**src/rtl/tube_pkg.sv**
```systemverilog
// tube_pkg: shared constants for the seven-segment tube responder.
//   - register offsets on the tube IO window
//   - active-high segment patterns for hex digits 0..F (bit 0 = a .. bit 6 = g)
//   - blank code driven on the active-low segment lines when a digit is off
package tube_pkg;

    localparam logic [1:0] TUBE_OFF_VALUE = 2'd0;
    localparam logic [1:0] TUBE_OFF_BLANK = 2'd1;
    localparam logic [1:0] TUBE_OFF_DP    = 2'd2;

    localparam logic [6:0] SEG_PAT_0 = 7'h3F;
    localparam logic [6:0] SEG_PAT_1 = 7'h06;
    localparam logic [6:0] SEG_PAT_2 = 7'h5B;
    localparam logic [6:0] SEG_PAT_3 = 7'h4F;
    localparam logic [6:0] SEG_PAT_4 = 7'h66;
    localparam logic [6:0] SEG_PAT_5 = 7'h6D;
    localparam logic [6:0] SEG_PAT_6 = 7'h7D;
    localparam logic [6:0] SEG_PAT_7 = 7'h07;
    localparam logic [6:0] SEG_PAT_8 = 7'h7F;
    localparam logic [6:0] SEG_PAT_9 = 7'h6F;
    localparam logic [6:0] SEG_PAT_A = 7'h77;
    localparam logic [6:0] SEG_PAT_B = 7'h7C;
    localparam logic [6:0] SEG_PAT_C = 7'h39;
    localparam logic [6:0] SEG_PAT_D = 7'h5E;
    localparam logic [6:0] SEG_PAT_E = 7'h79;
    localparam logic [6:0] SEG_PAT_F = 7'h71;

    // All segments and the decimal point off (active-low lines).
    localparam logic [7:0] SEG_BLANK = 8'hFF;

    // Active-high pattern for one hex nibble.
    function automatic logic [6:0] seg_pattern(input logic [3:0] nib);
        logic [6:0] pat;
        case (nib)
            4'h0:    pat = SEG_PAT_0;
            4'h1:    pat = SEG_PAT_1;
            4'h2:    pat = SEG_PAT_2;
            4'h3:    pat = SEG_PAT_3;
            4'h4:    pat = SEG_PAT_4;
            4'h5:    pat = SEG_PAT_5;
            4'h6:    pat = SEG_PAT_6;
            4'h7:    pat = SEG_PAT_7;
            4'h8:    pat = SEG_PAT_8;
            4'h9:    pat = SEG_PAT_9;
            4'hA:    pat = SEG_PAT_A;
            4'hB:    pat = SEG_PAT_B;
            4'hC:    pat = SEG_PAT_C;
            4'hD:    pat = SEG_PAT_D;
            4'hE:    pat = SEG_PAT_E;
            default: pat = SEG_PAT_F;
        endcase
        return pat;
    endfunction

endpackage

```
**src/rtl/hex_to_seg.sv**
```systemverilog
// hex_to_seg: combinational hex nibble to active-low seven-segment decoder.
//   nibble_i  [3:0] : hex digit to display
//   seg_n_o   [6:0] : active-low segments a..g (bit 0 = a)
module hex_to_seg
    import tube_pkg::*;
(
    input  logic [3:0] nibble_i,
    output logic [6:0] seg_n_o
);

    always_comb begin
        seg_n_o = ~seg_pattern(nibble_i);
    end

endmodule

```
**src/rtl/tube_io.sv**
```systemverilog
// tube_io: memory-mapped 8-digit seven-segment display responder.
//   clock            : system clock, rising edge
//   reset_n          : asynchronous active-low reset
//   tube_ctrl        : tube chip select; every high cycle is one write
//   tube_addr  [1:0] : 0 = value, 1 = blank mask, 2 = dp mask, 3 = reserved
//   tube_wdata [31:0]: write data
//   seg_en     [7:0] : active-low digit enables, bit 0 = rightmost digit
//   seg_out    [7:0] : active-low segments, bits 0..6 = a..g, bit 7 = dp
// Bus handshake: none. There is no ready/back-pressure; a write is taken on
// every rising edge where tube_ctrl is high.
module tube_io
    import tube_pkg::*;
#(
    parameter int unsigned SCAN_DIV = 100000
) (
    input  logic        clock,
    input  logic        reset_n,
    input  logic        tube_ctrl,
    input  logic [1:0]  tube_addr,
    input  logic [31:0] tube_wdata,
    output logic [7:0]  seg_en,
    output logic [7:0]  seg_out
);

    localparam int unsigned DIV_W = (SCAN_DIV > 1) ? $clog2(SCAN_DIV) : 1;
    localparam logic [DIV_W-1:0] DIV_LAST = DIV_W'(SCAN_DIV - 1);

    logic [31:0]      value_q, value_d;
    logic [7:0]       blank_q, blank_d;
    logic [7:0]       dp_q, dp_d;
    logic [DIV_W-1:0] div_cnt_q, div_cnt_d;
    logic [2:0]       idx_q, idx_d;
    logic [7:0]       seg_en_q, seg_en_d;
    logic [7:0]       seg_out_q, seg_out_d;

    logic [3:0]       cur_nibble;
    logic [6:0]       cur_seg_n;

    // Register write decode; reserved offset leaves everything untouched.
    always_comb begin
        value_d = value_q;
        blank_d = blank_q;
        dp_d    = dp_q;
        if (tube_ctrl) begin
            case (tube_addr)
                TUBE_OFF_VALUE: value_d = tube_wdata;
                TUBE_OFF_BLANK: blank_d = tube_wdata[7:0];
                TUBE_OFF_DP:    dp_d    = tube_wdata[7:0];
                default:        ;
            endcase
        end
    end

    // Scan divider and digit index; idx wraps 7 -> 0 naturally in 3 bits.
    always_comb begin
        div_cnt_d = div_cnt_q + DIV_W'(1);
        idx_d     = idx_q;
        if (div_cnt_q == DIV_LAST) begin
            div_cnt_d = '0;
            idx_d     = idx_q + 3'd1;
        end
    end

    assign cur_nibble = value_q[{idx_q, 2'b00} +: 4];

    hex_to_seg u_hex_to_seg (
        .nibble_i (cur_nibble),
        .seg_n_o  (cur_seg_n)
    );

    // Enable and segments come from the same idx_q, so both output
    // registers always agree on which digit is being driven.
    always_comb begin
        seg_en_d = ~(8'd1 << idx_q);
        if (blank_q[idx_q]) begin
            seg_out_d = SEG_BLANK;
        end else begin
            seg_out_d = {~dp_q[idx_q], cur_seg_n};
        end
    end

    always_ff @(posedge clock or negedge reset_n) begin
        if (!reset_n) begin
            value_q   <= '0;
            blank_q   <= '0;
            dp_q      <= '0;
            div_cnt_q <= '0;
            idx_q     <= '0;
            seg_en_q  <= 8'hFF;
            seg_out_q <= SEG_BLANK;
        end else begin
            value_q   <= value_d;
            blank_q   <= blank_d;
            dp_q      <= dp_d;
            div_cnt_q <= div_cnt_d;
            idx_q     <= idx_d;
            seg_en_q  <= seg_en_d;
            seg_out_q <= seg_out_d;
        end
    end

    assign seg_en  = seg_en_q;
    assign seg_out = seg_out_q;

endmodule

```
**config.mk**
```make
export PLATFORM = sky130hd
export DESIGN_NAME = tube_io
export DESIGN_NICKNAME = d
export VERILOG_FILES = /design/src/rtl/tube_pkg.sv /design/src/rtl/hex_to_seg.sv /design/src/rtl/tube_io.sv
export SDC_FILE = /design/constraint.sdc
export NUM_CORES = 1
export LEC_CHECK = 0
export CAP_MARGIN = 20
export CORE_MARGIN = 1
export CORE_UTILIZATION = 61
export CTS_BUF_LIST = sky130_fd_sc_hd__clkbuf_4 sky130_fd_sc_hd__clkbuf_8
export CTS_CLUSTER_SIZE = 8
export DETAILED_ROUTE_END_ITERATION = 7
export PLACE_DENSITY = 0.87
export SETUP_SLACK_MARGIN = 0.5
export SLEW_MARGIN = 5
export SYNTH_ARGS = -nofsm -noshare
export SYNTH_HDL_FRONTEND = slang
export SYNTH_HIERARCHICAL = 1
export SYNTH_SLANG_ARGS = --single-unit
export TNS_END_PERCENT = 5
```
**constraint.sdc**
```tcl
create_clock -name clock -period 4.8 [get_ports clock]
set_clock_uncertainty 0.2 [all_clocks]
set_input_delay 0.96 -clock clock [delete_from_list [all_inputs] [get_ports clock]]
set_output_delay 0.96 -clock clock [all_outputs]
set_load 0.05 [all_outputs]
```
Yosys cells after proc, flatten, opt, wreduce, memory -nomap -nowiden
Memory sizes are Yosys's and may differ from the RTL's.
Index checks and enable logic that the tools add are counted.
{"block": "word_totals", "out_inout_bits": 16, "mem_bits_ro": 112, "ff_bits": 84, "mem_count": 1}
{"memory": "(no name shown)", "words": 16, "word_bits": 7, "rd": 1, "rd_clocked_by_memory_dff": 0, "wr": 0, "line_no": "tube_pkg.sv:34", "text": "case (nib)"}
{"block": "op_classes", "reduce_logical": 4, "bitwise": 3, "mux": 6, "order_cmp": 1, "n_addsub": 2, "shift": 2, "n_eq_ne": 3}
{"operator": "32-bit by 6-bit variable part select with 4-bit output", "n": 1}
{"operator": "17-bit by 1-bit adder with 17-bit output, second input constant", "n": 1}
{"operator": "17-bit == test, second input constant", "n": 1}
{"operator": "17-bit 2-to-1 mux", "n": 1}
{"operator": "8-bit 2-to-1 mux", "n": 1}
{"operator": "8-bit NOT", "n": 1}
{"operator": "1-bit by 3-bit << shifter with 8-bit output, first input constant", "n": 1}
{"operator": "7-bit NOT", "n": 1}
{"operator": "1-bit binary-select mux with 3-bit select", "n": 2}
{"operator": "2-bit AND reduction", "n": 3}
{"operator": "3-bit by 4-bit < comparator with 1-bit output, second input constant", "n": 1}
{"operator": "3-bit by 1-bit adder with 3-bit output, second input constant", "n": 1}
{"operator": "2-bit by 1-bit == test with 1-bit output, second input constant", "n": 1}
{"operator": "2-bit == test, second input constant", "n": 1}
{"operator": "2-bit zero test", "n": 1}
{"operator": "1-bit 2-to-1 mux", "n": 2}
{"operator": "1-bit NOT", "n": 1}

Longest topological paths before layout
Gate-level depths: netlist of run 1.
{"block": "logic_depth", "word_depth": 4, "ltp_mapped": 11, "ltp_nobuf": 9}

By module
The synthesis of run 1 kept the hierarchy.
{"module": "tube_io", "area_each_um2": 3634.7, "seq_area_each_um2": 2122.0, "n_inst": 1, "cells_each": 257}
{"module": "hex_to_seg", "area_each_um2": 252.7, "seq_area_each_um2": 0.0, "n_inst": 1, "cells_each": 31}

Worst setup path before layout of run 1
Ideal clock, no wire load.
{"block": "synth_timing", "path_kind": "reg-to-reg", "start": "register idx_q[0]", "end": "register seg_out_q[3] (netlist: seg_out[3])", "setup_time_ps": 93, "path_buffers": 1, "stages_incl_launch_ff": 10, "period_less_slack_ps": 2652, "required_time_ps": 4507, "path_slack_ps": 2148, "arrival_time_ps": 2359, "cell_sequence": "dfrtp_1 -> buf_2 -> mux4_2 -> nand2_1 -> nand2_1 -> inv_1 -> ha_1 -> inv_1 -> mux4_1 -> nand2b_1"}
{"block": "synth_via", "elab_chain_len": 4, "elab_cells_between_ends": 6, "cone_classes": "shift (1); mux (3); bitwise (1); memory (1)"}
{"item": "start: declaration", "line_no": "tube_io.sv:32", "text": "logic [2:0] idx_q, idx_d;"}
{"item": "start signal: assignment", "line_no": "tube_io.sv:96", "text": "idx_q <= idx_d;"}
{"item": "32-bit by 6-bit variable part select with 4-bit output", "line_no": "tube_io.sv:64", "text": "assign cur_nibble = value_q[{idx_q, 2'b00} +: 4];"}
{"item": "net cur_nibble[0]", "line_no": "tube_io.sv:36", "text": "logic [3:0] cur_nibble;"}
{"item": "memory 16 x 7 bit"}
{"item": "7-bit NOT", "line_no": "hex_to_seg.sv:12", "text": "seg_n_o = ~seg_pattern(nibble_i);"}
{"item": "net cur_seg_n[3]", "line_no": "tube_io.sv:37", "text": "logic [6:0] cur_seg_n;"}
{"item": "8-bit 2-to-1 mux", "line_no": "tube_io.sv:75", "text": "if (blank_q[idx_q]) begin"}
{"item": "net seg_out_d[3]", "line_no": "tube_io.sv:34", "text": "logic [7:0] seg_out_q, seg_out_d;"}
{"item": "end signal: assignment", "line_no": "tube_io.sv:98", "text": "seg_out_q <= seg_out_d;"}
{"item": "end: declaration", "line_no": "tube_io.sv:34"}
The timed path passes the listed nets, and every way through them passes these cells. The select of a mux whose other input is x is not followed.
A chain may end at the register's enable or synchronous reset.

Worst setup path in the final report of run 1
Same ends and word-level chain as after synthesis.

==> impl_results.md, run 1 <==
- Leak pwr: 1.99 nW
- Fraction of layout cells with a size suffix above 1: 0.287
- Mapped Area: 3890 µm²
- Inst Count DP: 406
- Post-route ant nets: 0
- H-tree levels: 3
- Largest net degree at the start of global routing: 85
- # diodes: 0
- Crit path max fanout: 15
- Fin crit period: 2.99 ns
- Root buffer cell: clkbuf_8
- DR vias/cell: 5.76
- Worst-Margin Slew: 0.823 ns
- NumNets Final: 393
- Design Area, Final: 4660 µm²
- Total GRT Usage: 0.243
- Sequential fraction of the synthesis area: 0.546
- Final Util: 0.773
- Setup TNS: 0 ns
- CP arrival: 3.05 ns
- Pre-CTS setup slack: 1.78 ns
- Die W: 81.8 µm
- CTS tree: built
- WL met3: 220 µm
- Critical path startpoint category: flip-flop
- Yosys top cell area share: 0.438
- WS Path Type: flip-flop to flip-flop
- Die area: 6700 µm²
- Iteration-0 DRC Markers: 129
- Placed Area: 4450 µm²
- Synth Net Count: 338
- Clock buffer depth: 2
- Synth warn: 6
- HPWL after DPL: 4.96 mm
- CORE AREA: 6030 µm²
- Worst VDD drop: 0.284 mV
- Avg WL per Cell: 17.0 µm
- Max Used Layer: met4
- Pwr/cell area: 361 nW/µm²
- Clock sink count: 84
- WL met1: 3.19 mm
- Initial DRT Pass Iterations: 4
- Footprint of the multi-input gates: 1670 µm²
- Starting Density: 0.645
- Worst-path clk slew: 0.09 ns
- Port Buffers: 52
- Biggest area consumer among synthesized cells: dfrtp_1
- Post-synth EDFFs: 0
- Syn_area_per_cell: 13.5 µm²
- Top-count cell post-synth: dfrtp_1
- GPL Wtd Cong: 0.839
- Synthesis-stage register bit count: 84
- Row count: 28
- CP Capture Type: flip-flop
- TritonCTS Buffers: 9
- Top_reg_cell synth: dfrtp_1
- Post-CTS sizing: 0
- Max incr delay on CP: 0.89 ns
- CP Buf/Inv Count: 2
- Final hold vios: 0
- Min-delay worst type: input pin to asynchronous set/reset pin
- Final setup fails: 0
- Latest clock arrival within the worst-skew pair: 0.35 ns
- Synth top area cells: dfrtp_1, mux2_2, dfstp_2
- Area delta synth->final: 19.9%
- Delay-heaviest family, CP: multiplexers
- Hold_buf cts: 0
- Post-synthesis instance total: 288
- Routed length on met2: 3.66 mm
- Fillers: 359
- Total congestion overflow: 0
- Fin crit share: 0.623
- Drc violations: 0
- Ports: 53
- Routed WL: 7.19 mm
- Vias in the first global route: 2439
- Antenna violations before repair: 0
- Post-route setup slack: 1.81 ns
- Final Instance Count excl. Fillers: 423
- Post-synth top cells: dfrtp_1, mux2_2, nand2_1
- Cell variety after synth: 40
- Cell Chain, Critical Path: mux4_2 -> nand2_1 -> nand2_1 -> inv_1 -> ha_1 -> inv_1 -> mux4_1 -> nand2b_1
- Status: finished clean
- Async S/R FF share, synth: 1.00
- Critical Path RT: 4.86 ns
- Setup Fix Bufs, Post-CTS: 0
- Max_cap viols: 0
- Max-slew violation count: 0
- Slew HR: 0.451
- Via count: 2435
- Global-route wire length before repair: 11.7 mm
- Die Ht: 81.8 µm
- Register area: 2120 µm²
- Achievable Freq: 334 MHz
- CP max-delay cell: dfrtp_1
- RSZ-0062 raised after global routing: no
## final timing paths
kind                               from       endpoint  slack [ns]  depth (start not counted)
hold / removal                  reset_n  div_cnt_q[15]        0.22                          1
max in group asynchronous       reset_n     seg_out[7]        3.56                          2
hold reg to reg            div_cnt_q[8]   div_cnt_q[8]        0.30                          1
min in group clock         div_cnt_q[8]   div_cnt_q[8]        0.30                          1
setup reg to reg               idx_q[0]     seg_out[3]        1.81                          8
setup / recovery               idx_q[0]     seg_out[3]        1.81                          8
## area by class of cell
cell class              count  area share
flip-flops and latches     84       0.455
inverters                  11     0.00886
clock buffers              10      0.0282
repair buffers             54       0.119
clock inverters             6      0.0105
multi-input cells         183       0.358
well taps                  75      0.0201
## sequential cells by signal, indices dropped and copies added, names as in the netlist
register and count:
seg_out 8, dp_q 8, idx_q 3, seg_en 8
div_cnt_q 17, blank_q 8, value_q 32
## metrics by stage
step / power, mW / hold WS (ns)
after floorplan: 1.12 / 0.251
after global placement: 1.22 / 0.275
after detailed placement: 1.24 / 0.279
after CTS: 1.69 / 0.293
after global routing: 1.77 / 0.209
final: 1.68 / 0.222
## logic make-up (layout without fill, tap and decap cells)
| group | Yosys count | after routing | synth area share |
|---|---|---|---|
| buffers and inverters | 21 | 81 | 0.0257 |
| DFF | 84 | 84 | 0.546 |
| and+or+nand+nor | 80 | 80 | 0.107 |
| xor gates and xnor gates | 14 | 14 | 0.0315 |
| AOI/OAI and AO/OA | 9 | 9 | 0.0171 |
| adders and majority gates | 13 | 13 | 0.0418 |
| muxes | 67 | 67 | 0.231 |
## worst register-to-register path: stages (launching register included)
cell      delay, ns
dfrtp_1        0.89
mux4_2         0.60
nand2_1        0.08
nand2_1        0.14
inv_1          0.17
ha_1           0.15
inv_1          0.05
mux4_1         0.47
nand2b_1       0.15
## cell usage in the layout, fill, tap and decap left out, types with 2 or more instances in the layout
cell type,n
clkdlybuf4s50_1,51
mux4_2,12
nand4_1,4
or3_1,3
nand2b_1,7
nor2_1,16
dfrtp_1,68
mux2i_1,5
inv_1,11
nor2b_1,3
dfstp_2,16
clkinvlp_4,3
xnor2_1,8
mux2_2,49
xor2_1,6
clkbuf_8,9
nand3_1,4
a22o_1,2
buf_4,2
nand2_1,30
clkinv_4,2
ha_1,13
nand3b_1,2
## where the power goes
part	total [mW]	switching, mW	internal (mW)
Sequential	0.863	0.0473	0.816
Clock	0.453	0.256	0.197
Combinational	0.366	0.180	0.187
Total	1.68	0.483	1.20
## per-layer routing
layer | vias up | GRT usage
met5 | - | 0
met4 | 0 | 0.104
met3 | 10 | 0.0456
met2 | 59 | 0.386
met1 | 1243 | 0.328
li1 | 1123 | -
Power figures use the tool's default switching activity.
==> run 2, diff against run 1 <==
--- a/config.mk
+++ b/config.mk
@@ -7,11 +7,11 @@
 export LEC_CHECK = 0
 export CAP_MARGIN = 20
 export CORE_MARGIN = 1
-export CORE_UTILIZATION = 61
+export CORE_UTILIZATION = 57
 export CTS_BUF_LIST = sky130_fd_sc_hd__clkbuf_4 sky130_fd_sc_hd__clkbuf_8
 export CTS_CLUSTER_SIZE = 8
 export DETAILED_ROUTE_END_ITERATION = 7
-export PLACE_DENSITY = 0.87
+export PLACE_DENSITY = 0.82
 export SETUP_SLACK_MARGIN = 0.5
 export SLEW_MARGIN = 5
 export SYNTH_ARGS = -nofsm -noshare
==> constraint.sdc (replaced) <==
create_clock -name clock -period 3.13 [get_ports clock]
set_clock_uncertainty 0.2 [all_clocks]
set_input_delay 0.626 -clock clock [delete_from_list [all_inputs] [get_ports clock]]
set_output_delay 0.626 -clock clock [all_outputs]
set_load 0.05 [all_outputs]
==> impl_results.md, run 2 (synthesized netlist as in run 1, its figures left out) <==
- Fillers: 447
- Fin crit share: 0.808
- Initial DRT Pass Iterations: 8
- Post-route ant nets: 0
- CP arrival: 1.70 ns
- Drc violations: 1
- Starting Density: 0.602
- RSZ-0062 raised after global routing: yes
- Worst-Margin Slew: 0.550 ns
- Slew HR: 0.633
- Ports: 53
- Leak pwr: 2.02 nW
- Area delta synth->final: 20.8%
- Routed WL: 6.99 mm
- Most common cell after layout, fill and taps aside: dfrtp_1
- Hold_buf cts: 0
- CP Capture Type: primary output
- Placed Area: 4500 µm²
- Clock buffer depth: 2
- Root buffer cell: clkbuf_8
- Die W: 84.6 µm
- Latest clock arrival within the worst-skew pair: 0.37 ns
- Die Ht: 84.6 µm
- Fin crit period: 2.53 ns
- Total GRT Usage: 0.223
- Top flop regs: value_q: 32 flops, div_cnt_q: 17 flops
- Achievable Freq: 395 MHz
- H-tree levels: 3
- GPL Wtd Cong: 0.781
- Setup TNS: 0 ns
- Failing checks: design-rule violations
- Pwr/cell area: 555 nW/µm²
- WS Path Type: flip-flop to primary output
- Die area: 7150 µm²
- Antenna violations before repair: 0
- Via count: 2394
- Iteration-0 DRC Markers: 85
- Critical path startpoint category: flip-flop
- Total congestion overflow: 0
- Status: finished, violations left
- WL met3: 246 µm
- Routed length on met2: 3.38 mm
- Max reg flops: 32
- Setup crit start: seg_en[1]
- WL met1: 3.27 mm
- NumNets Final: 398
- P_sw: 0.767 mW
- Row count: 29
- Power share of the combinational group: 0.215
- Final setup fails: 0
- CORE AREA: 6460 µm²
- Internal power: 1.84 mW
- Clock power frac: 0.277
- Max Used Layer: met4
- CP max-delay cell: clkdlybuf4s50_1
- Final hold vios: 0
- Net Sw Frac: 0.294
- Max_cap viols: 0
- Delay-heaviest family, CP: buffers and inverters
- Fraction of layout cells with a size suffix above 1: 0.306
- TritonCTS Buffers: 9
- DR vias/cell: 5.57
- CTS tree: built
- Critical Path RT: 2.30 ns
- Avg WL per Cell: 16.2 µm
- Commonest non-fill, non-tap cells in the layout: dfrtp_1, clkdlybuf4s50_1, mux2_2
- Pre-CTS setup slack: 0.426 ns
- Vias in the first global route: 2498
- # diodes: 0
- Min-delay worst type: input pin to asynchronous set/reset pin
- Post-route setup slack: 0.601 ns
- Worst-path clk slew: 0.09 ns
- Worst VDD drop: 0.425 mV
- Global-route wire length before repair: 12.1 mm
- Cell Chain, Critical Path: clkdlybuf4s50_1
- Crit path max fanout: 1
- HPWL after DPL: 5.09 mm
- Clock sink count: 84
- Design Area, Final: 4700 µm²
- Max-slew violation count: 0
- Max incr delay on CP: 0.81 ns
- Reg with most FFs: value_q
- RR Startpoint: idx_q[2]
- Largest net degree at the start of global routing: 45
- Reg power frac: 0.508
- Port Buffers: 52
- CP Buf/Inv Count: 1
==> run 2: final cells by class <==
class,count,area [µm²],area share
Sequential cell,84,2120,0.452
Tap cell,77,96.3,0.0205
Multi-Input combinational cell,183,1670,0.356
Clock inverter,7,56.3,0.0120
Inverter,11,41.3,0.00879
Clock buffer,9,124,0.0264
Timing Repair Buffer,59,581,0.124
==> run 2: layer usage <==
| layer | track usage | vias up |
|---|---|---|
| met5 | 0 | - |
| li1 | - | 1127 |
| met4 | 0.0647 | 0 |
| met1 | 0.307 | 1202 |
| met3 | 0.0590 | 9 |
| met2 | 0.355 | 56 |
==> run 2: power by group through the flow <==
stage / clock network, mW / logic [mW] / registers (mW)
6_report: 0.723 / 0.559 / 1.32
5_1_grt: 0.777 / 0.610 / 1.34
4_1_cts: 0.740 / 0.563 / 1.33
3_5_place_dp: 0 / 0.562 / 1.35
3_3_place_gp: 0 / 0.544 / 1.34
2_1_floorplan: 0 / 0.286 / 1.43
==> run 2: repair_timing <==
action                                  4_1_cts  5_1_grt
gates resized for setup                       2        1
setup buffers                                 0        2
endpoints found under the setup margin        3        3
==> run 2: worst paths after layout <==
kind / slack [ns] / depth (start not counted) / to
setup reg to reg: 0.62 / 8 / seg_out[3]
hold reg to reg: 0.31 / 1 / div_cnt_q[0]
max in group asynchronous: 2.07 / 2 / idx_q[0]
setup / recovery: 0.60 / 1 / seg_en[1]
min in group clock: 0.31 / 1 / div_cnt_q[0]
hold / removal: 0.04 / 1 / div_cnt_q[4]
==> run 2: per-stage QoR <==
| step | total power [mW] | util | std cells | hold slack (ns) |
|---|---|---|---|---|
| floorplan | 1.71 | - | 288 | 0.130 |
| global placement | 1.89 | 0.696 | 412 | 0.273 |
| detailed placement | 1.91 | 0.696 | 412 | 0.280 |
| CTS | 2.63 | 0.725 | 428 | 0.0533 |
| global route | 2.73 | 0.727 | 430 | 0.0725 |
| finish | 2.61 | 0.727 | 430 | 0.0390 |
